==> src/rtl/pc_fetch_ctrl_if.sv <==
// pc_fetch_ctrl_if: decode/imem to fetch-control bus; adel/epc exist only with PC_ALIGN_CHECK_EN
interface pc_fetch_ctrl_if;
    logic [31:0] npc;
    logic        boj;
    logic        stall;
    logic        imem_rdy;
    logic [31:0] imem_instr;
    logic [31:0] pc;
    logic [31:0] if_instr;
    logic [31:0] if_pc;
    logic [31:0] if_pc4;
    logic        if_valid;
    logic        redirect_pend;
`ifdef PC_ALIGN_CHECK_EN
    logic        adel;
    logic [31:0] epc;
    modport master (output npc, boj, stall, imem_rdy, imem_instr,
                    input pc, if_instr, if_pc, if_pc4, if_valid, redirect_pend, adel, epc);
    modport slave  (input npc, boj, stall, imem_rdy, imem_instr,
                    output pc, if_instr, if_pc, if_pc4, if_valid, redirect_pend, adel, epc);
`else
    modport master (output npc, boj, stall, imem_rdy, imem_instr,
                    input pc, if_instr, if_pc, if_pc4, if_valid, redirect_pend);
    modport slave  (input npc, boj, stall, imem_rdy, imem_instr,
                    output pc, if_instr, if_pc, if_pc4, if_valid, redirect_pend);
`endif
endinterface

==> src/rtl/pc_fetch_ctrl.sv <==
// pc_fetch_ctrl: PC register, redirect/wait handling and IF/ID load; PC_ALIGN_CHECK_EN traps misaligned targets
module pc_fetch_ctrl #(
    parameter logic [31:0] RESET_PC   = 32'h0000_3000,
`ifdef PC_ALIGN_CHECK_EN
    parameter logic [31:0] EXC_VEC    = 32'h0000_4180,
`endif
    parameter int          DELAY_SLOT = 1
) (
    input logic clk,
    input logic reset,
    pc_fetch_ctrl_if.slave bus
);
    localparam logic [1:0] RUN = 2'd0, WAIT = 2'd1, REDIR = 2'd2;
    logic [1:0]  state;
    logic [31:0] pend_tgt, raw, tgt;
    logic        take, squash, mis;
    always_comb begin
        raw    = bus.boj ? bus.npc : pend_tgt;
        take   = bus.boj || state == REDIR;
        squash = DELAY_SLOT == 0 && take;
        mis    = raw[1:0] != 2'b00;
`ifdef PC_ALIGN_CHECK_EN
        tgt    = mis ? EXC_VEC : raw;
`else
        tgt    = raw & 32'hFFFF_FFFC;
`endif
    end
    assign bus.redirect_pend = state == REDIR;
    always_ff @(posedge clk) begin
        if (reset) begin
            bus.pc       <= RESET_PC;
            bus.if_instr <= '0;
            bus.if_pc    <= '0;
            bus.if_pc4   <= '0;
            bus.if_valid <= 1'b0;
            pend_tgt     <= '0;
            state        <= RUN;
`ifdef PC_ALIGN_CHECK_EN
            bus.adel     <= 1'b0;
            bus.epc      <= '0;
`endif
        end else begin
`ifdef PC_ALIGN_CHECK_EN
            bus.adel <= 1'b0;
`endif
            if (!bus.stall && !bus.imem_rdy) begin
                bus.if_valid <= 1'b0;
                bus.if_instr <= '0;
                pend_tgt     <= bus.boj ? bus.npc : pend_tgt;
                state        <= bus.boj ? REDIR : (state == RUN ? WAIT : state);
            end else if (!bus.stall) begin
                bus.if_valid <= !squash;
                bus.if_instr <= squash ? '0 : bus.imem_instr;
                bus.if_pc    <= squash ? bus.if_pc : bus.pc;
                bus.if_pc4   <= squash ? bus.if_pc4 : bus.pc + 32'd4;
                bus.pc       <= take ? tgt : bus.pc + 32'd4;
                state        <= RUN;
`ifdef PC_ALIGN_CHECK_EN
                bus.adel     <= take && mis;
                bus.epc      <= take && mis ? raw : bus.epc;
`endif
            end
        end
    end
endmodule

==> src/flat_wrapper.sv <==
// flat-port wrapper written by rule: the top's interface ports become plain ports
module pc_fetch_ctrl_flat 
#(
    parameter logic [31:0] RESET_PC   = 32'h0000_3000,

    parameter int          DELAY_SLOT = 1
)
  (clk, reset, bus_npc, bus_boj, bus_stall, bus_imem_rdy, bus_imem_instr, bus_pc, bus_if_instr, bus_if_pc, bus_if_pc4, bus_if_valid, bus_redirect_pend);
  pc_fetch_ctrl_if bus_i ();
  input logic clk;
  input logic reset;
  input wire logic [$bits(bus_i.npc)-1:0] bus_npc;
  input wire logic [$bits(bus_i.boj)-1:0] bus_boj;
  input wire logic [$bits(bus_i.stall)-1:0] bus_stall;
  input wire logic [$bits(bus_i.imem_rdy)-1:0] bus_imem_rdy;
  input wire logic [$bits(bus_i.imem_instr)-1:0] bus_imem_instr;
  output wire logic [$bits(bus_i.pc)-1:0] bus_pc;
  output wire logic [$bits(bus_i.if_instr)-1:0] bus_if_instr;
  output wire logic [$bits(bus_i.if_pc)-1:0] bus_if_pc;
  output wire logic [$bits(bus_i.if_pc4)-1:0] bus_if_pc4;
  output wire logic [$bits(bus_i.if_valid)-1:0] bus_if_valid;
  output wire logic [$bits(bus_i.redirect_pend)-1:0] bus_redirect_pend;
  assign bus_i.npc = bus_npc;
  assign bus_i.boj = bus_boj;
  assign bus_i.stall = bus_stall;
  assign bus_i.imem_rdy = bus_imem_rdy;
  assign bus_i.imem_instr = bus_imem_instr;
  assign bus_pc = bus_i.pc;
  assign bus_if_instr = bus_i.if_instr;
  assign bus_if_pc = bus_i.if_pc;
  assign bus_if_pc4 = bus_i.if_pc4;
  assign bus_if_valid = bus_i.if_valid;
  assign bus_redirect_pend = bus_i.redirect_pend;
  pc_fetch_ctrl #(.RESET_PC(RESET_PC), .DELAY_SLOT(DELAY_SLOT)) u_core (.clk(clk), .reset(reset), .bus(bus_i));
endmodule
==> config.mk <==
export PLATFORM = sky130hd
export DESIGN_NAME = pc_fetch_ctrl_flat
export DESIGN_NICKNAME = d
export VERILOG_FILES = /design/src/rtl/pc_fetch_ctrl_if.sv /design/src/rtl/pc_fetch_ctrl.sv /design/src/flat_wrapper.sv
export SDC_FILE = /design/constraint.sdc
export NUM_CORES = 1
export LEC_CHECK = 0
export BUFFER_PORTS_ARGS = -buffer_cell sky130_fd_sc_hd__buf_2
export CAP_MARGIN = 5
export CORE_ASPECT_RATIO = 0.6
export CORE_MARGIN = 8
export CORE_UTILIZATION = 50
export DETAILED_ROUTE_END_ITERATION = 16
export GPL_ROUTABILITY_DRIVEN = 0
export GPL_TIMING_DRIVEN = 0
export PLACE_DENSITY = 0.74
export SETUP_SLACK_MARGIN = 0.2
export SKIP_CTS_REPAIR_TIMING = 1
export SLEW_MARGIN = 20
export SYNTH_ARGS = -nofsm -noshare
export SYNTH_HDL_FRONTEND = slang
export SYNTH_SLANG_ARGS = --single-unit
==> constraint.sdc <==
create_clock -name clk -period 6.1 [get_ports clk]
set_input_delay 0 -clock clk [delete_from_list [all_inputs] [get_ports clk]]
set_output_delay 0 -clock clk [all_outputs]
set_load 0.02 [all_outputs]
==> impl_metrics.py, run 1 <==
metrics = {
    "critical_path": {
        "critPathArrivalTime_ns": 3.15,
        "cp.required_ns": 6.45,
        "critPathTopFamily": "simple AND/OR/NAND/NOR gates",
        "end_kind": "register",
        "crit_chain": "ha_1, nand3_2, or4_1, buf_2, nor4_4, mux2_2, nor3_1",
        "path_buf_inv": 1,
        "max_stage_delay_ns": 0.58,
        "startpoint_type": "register",
        "path_max_fanout": 10,
        "crit_type": "reg2reg",
        "critPathSlowestCell": "or4_1",
    },
    "logic_synthesis": {
        "ys_seq_area_share_pct": 44.52,
        "ys_ff_latch": 155,
        "synth_edf_count": 0,
        "yosysUniqueCellTypes": 62,
        "synth_area_leaders": "dfxtp_1 45%, nand2_1 9.2%, a21oi_1 6.6%, mux2i_1 5.6%, nor2_1 4.8%",
        "synth_area_um2": 6969,
        "synth-async-reset-ratio_pct": 0,
        "yosysTopAreaCell": "dfxtp_1",
        "yosysMostFrequentCell": "nand2_1",
        "synthFlopType": "dfxtp_1",
        "syn_inst": 872,
        "yosysWarnings": 0,
        "synth.top_cells.by_count": "170 x nand2_1, 155 x dfxtp_1, 92 x a21oi_1, 90 x nor2_1, 62 x clkbuf_1",
        "avgSynthCellArea_um2": 7.992,
        "yosysTopAreaCellShare_pct": 44.52,
    },
    "global_route": {
        "grt_max_degree": 17,
        "grt_usage_pct": 26.72,
        "grt.overflow.total": 0,
        "grt_antenna_before_repair": 0,
        "grt_pass1_wl_um": 38100,
        "grt_pass1_vias": 6972,
    },
    "cells_and_area": {
        "area_growth_pct": 34.42,
        "nets": 1216,
        "drive_gt1_share_pct": 21.48,
        "final_core_util_pct": 68.75,
        "nFillCells": 1132,
        "n_antenna_cell": 0,
    },
    "power": {
        "finalPower_mw": 2.532,
        "pwr-share-seq_pct": 42.9,
        "p_int_mw": 1.813,
        "switching_share_pct": 28.38,
        "p_switching_mw": 0.7184,
        "p_leak_nw": 3.898,
        "cellPowerDensity_nw_per_um2": 270.2,
        "clkPwrFrac_pct": 43.1,
        "pwr-share-comb_pct": 13.9,
        "peakVddDrop_mv": 0.2016,
    },
    "floorplan": {
        "dieArea_um2": 18100,
        "core-area_um2": 13630,
        "row_count": 33,
        "ios": 199,
        "die_w_um": 168.4,
        "die_y_um": 107.5,
        "initial_core_util_pct": 51.15,
    },
    "timing": {
        "max_slew_margin_pct": 46.73,
        "finalSetupViolCount": 0,
        "min_period_over_period_pct": 45.86,
        "skew_ns": 0.01300,
        "maxSlewViolCount": 0,
        "setup_tns_ns": 0,
        "rsz0062_at_grt": "no",
        "hold_ws_ns": 0.05804,
        "tightestPinTransition_ns": 0.7990,
        "hold_violations": 0,
        "fin_crit_ns": 2.797,
        "fmax_ghz": 0.3575,
    },
    "clocking": {
        "cts_buffers": 17,
        "insertion_delay_ns": 0.43,
        "cts_tree": "yes",
        "path_clk_slew_ns": 0.07,
        "cts-root-buf": "clkbuf_16",
        "htree_num_levels": 4,
        "clock_sinks": 155,
        "clockBufferDepth": 2,
    },
    "drt": {
        "vias": 7619,
        "routed_wl_um": 25770,
        "wl_per_cell_um": 19.32,
        "drc": 0,
        "dr.pass1.iters": 6,
        "detail-route-antenna-nets": 0,
        "first_iter_violations": 827,
        "via_per_inst": 5.711,
    },
    "status": {
        "status": "finished clean",
    },
    "placement": {
        "hpwlAfterDp_um": 18410,
        "port_buffers": 188,
    },
    "flow_run": {
        "drv_cap": 0,
    },
    "hold_path": {
        "holdCritPathClass": "in2reg",
    },
}
[registers in the layout, summed over array words and instances, names as in the netlist]
signal	flops
u_core.bus.if_valid	1
u_core.pend_tgt	30
u_core.bus.if_pc4	30
u_core.bus.pc	30
u_core.state	2
u_core.bus.if_pc	30
u_core.bus.if_instr	32
[power by group through the flow]
| stage | combinational (mW) | clock, mW | sequential, mW |
|---|---|---|---|
| after CTS | 0.315 | 1.09 | 1.09 |
| final | 0.353 | 1.09 | 1.09 |
| after floorplan | 0.151 | 0 | 1.15 |
| after global routing | 0.378 | 1.14 | 1.09 |
| after detailed placement | 0.313 | 0 | 1.11 |
| after global placement | 0.309 | 0 | 1.11 |
[cell usage in the layout, fill, tap and decap left out, types with 3 or more instances in the layout]
cell type	count
a311oi_1	7
dfxtp_1	155
nand4_1	13
xnor2_1	13
mux2_2	3
nor3_1	13
nand3_1	9
and4_1	4
xor2_1	7
o21ai_0	42
nor2b_1	6
or4_1	6
mux2i_1	39
a21oi_1	92
nand2b_1	8
nor2_1	90
dlygate4sd3_1	62
o31ai_1	3
conb_1	6
buf_1	9
nor4_1	12
clkbuf_16	17
or3_1	6
a22oi_1	4
a211oi_1	24
nor3b_1	3
buf_2	196
o21a_1	5
inv_1	7
o211ai_1	3
a31oi_1	3
buf_4	6
o32ai_1	3
clkbuf_1	63
inv_6	5
nand2_1	170
[worst paths after layout]
check	startpoint	end	slack, ns	depth (start not counted)
worst max-delay path	u_core.bus.pc[2]	u_core.bus.pc[30]	3.30	7
worst min-delay path	bus_npc[2]	u_core.pend_tgt[2]	0.06	3
worst max register to register	u_core.bus.pc[2]	u_core.bus.pc[30]	3.30	7
worst min register to register	u_core.bus.if_pc[24]	u_core.bus.if_pc[24]	0.45	2
[cell families after synthesis]
family | share of synthesized area [%]
buffers and inverters | 5.817
other | 0.05381
muxes | 6.086
and+or+nand+nor | 23.09
adders and majority gates | 0.1795
DFF | 44.52
AOI/OAI and AO/OA | 17.74
xor gates and xnor gates | 2.513
[worst register-to-register path, delay by kind of cell (launching register included)]
| family | cells | cell delay [ns] |
|---|---|---|
| adder cells (fa/ha/maj) | 1 | 0.35 |
| buffers and inverters | 1 | 0.19 |
| AND/OR/NAND/NOR | 4 | 1.28 |
| multiplexers | 1 | 0.37 |
| flip-flops | 1 | 0.53 |
[per-stage QoR]
step | std cells | setup slack, ns | cell area [um^2]
2_1_floorplan | 877 | 3.622 | 6988
3_3_place_gp | 1240 | 3.417 | 8148
3_5_place_dp | 1240 | 3.421 | 8148
4_1_cts | 1272 | 3.392 | 8747
5_1_grt | 1334 | 3.209 | 9368
6_report | 1334 | 3.303 | 9368
[layout make-up]
type | count | area [um^2] | area share [%]
buffer | 88 | 379.1 | 4.047
clock buffer | 19 | 442.9 | 4.728
clock inverter | 13 | 156.4 | 1.670
inverter | 7 | 26.28 | 0.2805
multi-input combinational | 627 | 3480 | 37.14
sequential | 155 | 3103 | 33.12
tap | 175 | 219.0 | 2.337
timing repair buffer | 250 | 1562 | 16.67
[metal layers]
layer | routed length (um) | vias up | GRT usage, %
met2 | 11190 | 451 | 40.94
met1 | 10760 | 3539 | 34.36
met4 | 664 | 0 | 9.702
met3 | 3158 | 76 | 9.410
met5 | 0 | - | 0
li1 | - | 3553 | -
No activity file was read; power rests on OpenSTA's default activity.
==> run 2: changes to the inputs <==
- clock period: 6.1 -> 2.7 ns (I/O delays scaled with it)
==> impl_metrics.py, run 2 (synthesized netlist as in run 1, its figures left out) <==
metrics = {
    "status": {
        "status": "finished clean",
    },
    "timing": {
        "skew_ns": 0.01220,
        "max_slew_margin_pct": 47.45,
        "hold_ws_ns": 0.06871,
        "fin_crit_ns": 2.448,
        "maxSlewViolCount": 0,
        "setup_tns_ns": 0,
        "min_period_over_period_pct": 90.66,
        "hold_violations": 0,
        "tightestPinTransition_ns": 0.7811,
        "rsz0062_at_grt": "yes",
        "finalSetupViolCount": 0,
        "fmax_ghz": 0.4085,
    },
    "clocking": {
        "cts_tree": "yes",
        "cts-root-buf": "clkbuf_16",
        "clockBufferDepth": 2,
        "insertion_delay_ns": 0.43,
        "clock_sinks": 155,
        "path_clk_slew_ns": 0.07,
        "htree_num_levels": 4,
        "cts_buffers": 17,
    },
    "cells_and_area": {
        "largest-register": "u_core.bus.if_instr",
        "area_growth_pct": 35.67,
        "fin_area_um2": 9455,
        "drive_gt1_share_pct": 22.75,
        "largest_reg_flops": 32,
        "layout_common_cells": "195 x buf_2, 170 x nand2_1, 152 x dfxtp_1",
        "nets": 1222,
        "nFillCells": 1131,
        "final_common_cell": "buf_2",
        "final_core_util_pct": 69.39,
        "n_antenna_cell": 0,
    },
    "power": {
        "p_leak_nw": 3.935,
        "cellPowerDensity_nw_per_um2": 605.5,
        "finalPower_mw": 5.725,
        "peakVddDrop_mv": 0.4478,
    },
    "placement": {
        "place_area_um2": 8148,
        "hpwlAfterDp_um": 18410,
        "port_buffers": 188,
    },
    "critical_path": {
        "critical_path.startpoint": "u_core.bus.pc[2]",
        "critPathArrivalTime_ns": 2.79,
        "startpoint_type": "register",
        "path_max_fanout": 10,
        "max_stage_delay_ns": 0.54,
        "crit_chain": "ha_4, nand3_4, or4_1, buf_2, nor4_4, mux2_2, nor3_1",
        "critPathSlowestCell": "or4_1",
        "crit_type": "reg2reg",
        "cp.required_ns": 3.05,
        "rr_startpoint": "u_core.bus.pc[2]",
        "end_kind": "register",
    },
    "drt": {
        "dr.pass1.iters": 6,
        "first_iter_violations": 852,
        "drc": 0,
        "routed_wl_um": 25960,
        "vias": 7735,
        "wl_per_cell_um": 19.37,
        "via_per_inst": 5.772,
        "detail-route-antenna-nets": 0,
    },
    "global_route": {
        "grt_pass1_vias": 6972,
        "grt.overflow.total": 0,
        "grt_antenna_before_repair": 0,
        "grt_pass1_wl_um": 38100,
        "grt_usage_pct": 26.72,
        "grt_max_degree": 17,
    },
    "floorplan": {
        "core-area_um2": 13630,
        "initial_core_util_pct": 51.15,
        "ios": 199,
        "row_count": 33,
        "die_y_um": 107.5,
        "dieArea_um2": 18100,
        "die_w_um": 168.4,
    },
    "hold_path": {
        "hp-start": "bus_npc[2]",
        "holdCritPathClass": "in2reg",
    },
    "flow_run": {
        "drv_cap": 0,
    },
}
-- run 2: metal layers --
layer	vias up	share of wire, %	GRT usage (%)
li1	3560	-	-
met1	3594	41	34.36
met2	496	43	40.94
met3	85	13	9.410
met4	0	3.1	9.702
met5	-	0	0
-- run 2: layout make-up --
| type | instances | area (um^2) | area share [%] |
|---|---|---|---|
| Tap cell | 175 | 219.0 | 2.316 |
| Clock buffer | 19 | 442.9 | 4.684 |
| Buffer | 88 | 386.6 | 4.089 |
| Clock inverter | 13 | 156.4 | 1.654 |
| Timing Repair Buffer | 256 | 1607 | 16.99 |
| Multi-Input combinational cell | 627 | 3511 | 37.13 |
| Inverter | 7 | 26.28 | 0.2779 |
| Sequential cell | 155 | 3107 | 32.86 |
-- run 2: metrics by stage --
step,cells,setup WS (ns)
5_1_grt,1340,0.1540
2_1_floorplan,877,0.2220
6_report,1340,0.2522
4_1_cts,1272,-0.008306
3_3_place_gp,1240,0.01737
3_5_place_dp,1240,0.02093
-- run 2: worst max-delay path: cells and delay by family, from the launching register on --
family / cells / cell delay (ns)
adders and majority gates: 1 / 0.22
buffers and inverters: 1 / 0.19
and+or+nand+nor: 4 / 1.12
DFF: 1 / 0.46
muxes: 1 / 0.37
-- run 2: final timing paths --
check / cells past startpoint / slack, ns / to
hold reg to reg: 2 / 0.45 / u_core.bus.if_pc[24]
setup reg to reg: 7 / 0.25 / u_core.bus.pc[30]
setup / recovery: 7 / 0.25 / u_core.bus.pc[30]
hold / removal: 3 / 0.07 / u_core.pend_tgt[2]
-- run 2: power by group --
| part | total [mW] | switching, mW | internal [mW] |
|---|---|---|---|
| Clock | 2.47 | 1.05 | 1.42 |
| Sequential | 2.46 | 0.0729 | 2.38 |
| Combinational | 0.803 | 0.503 | 0.300 |
| Total | 5.72 | 1.63 | 4.10 |
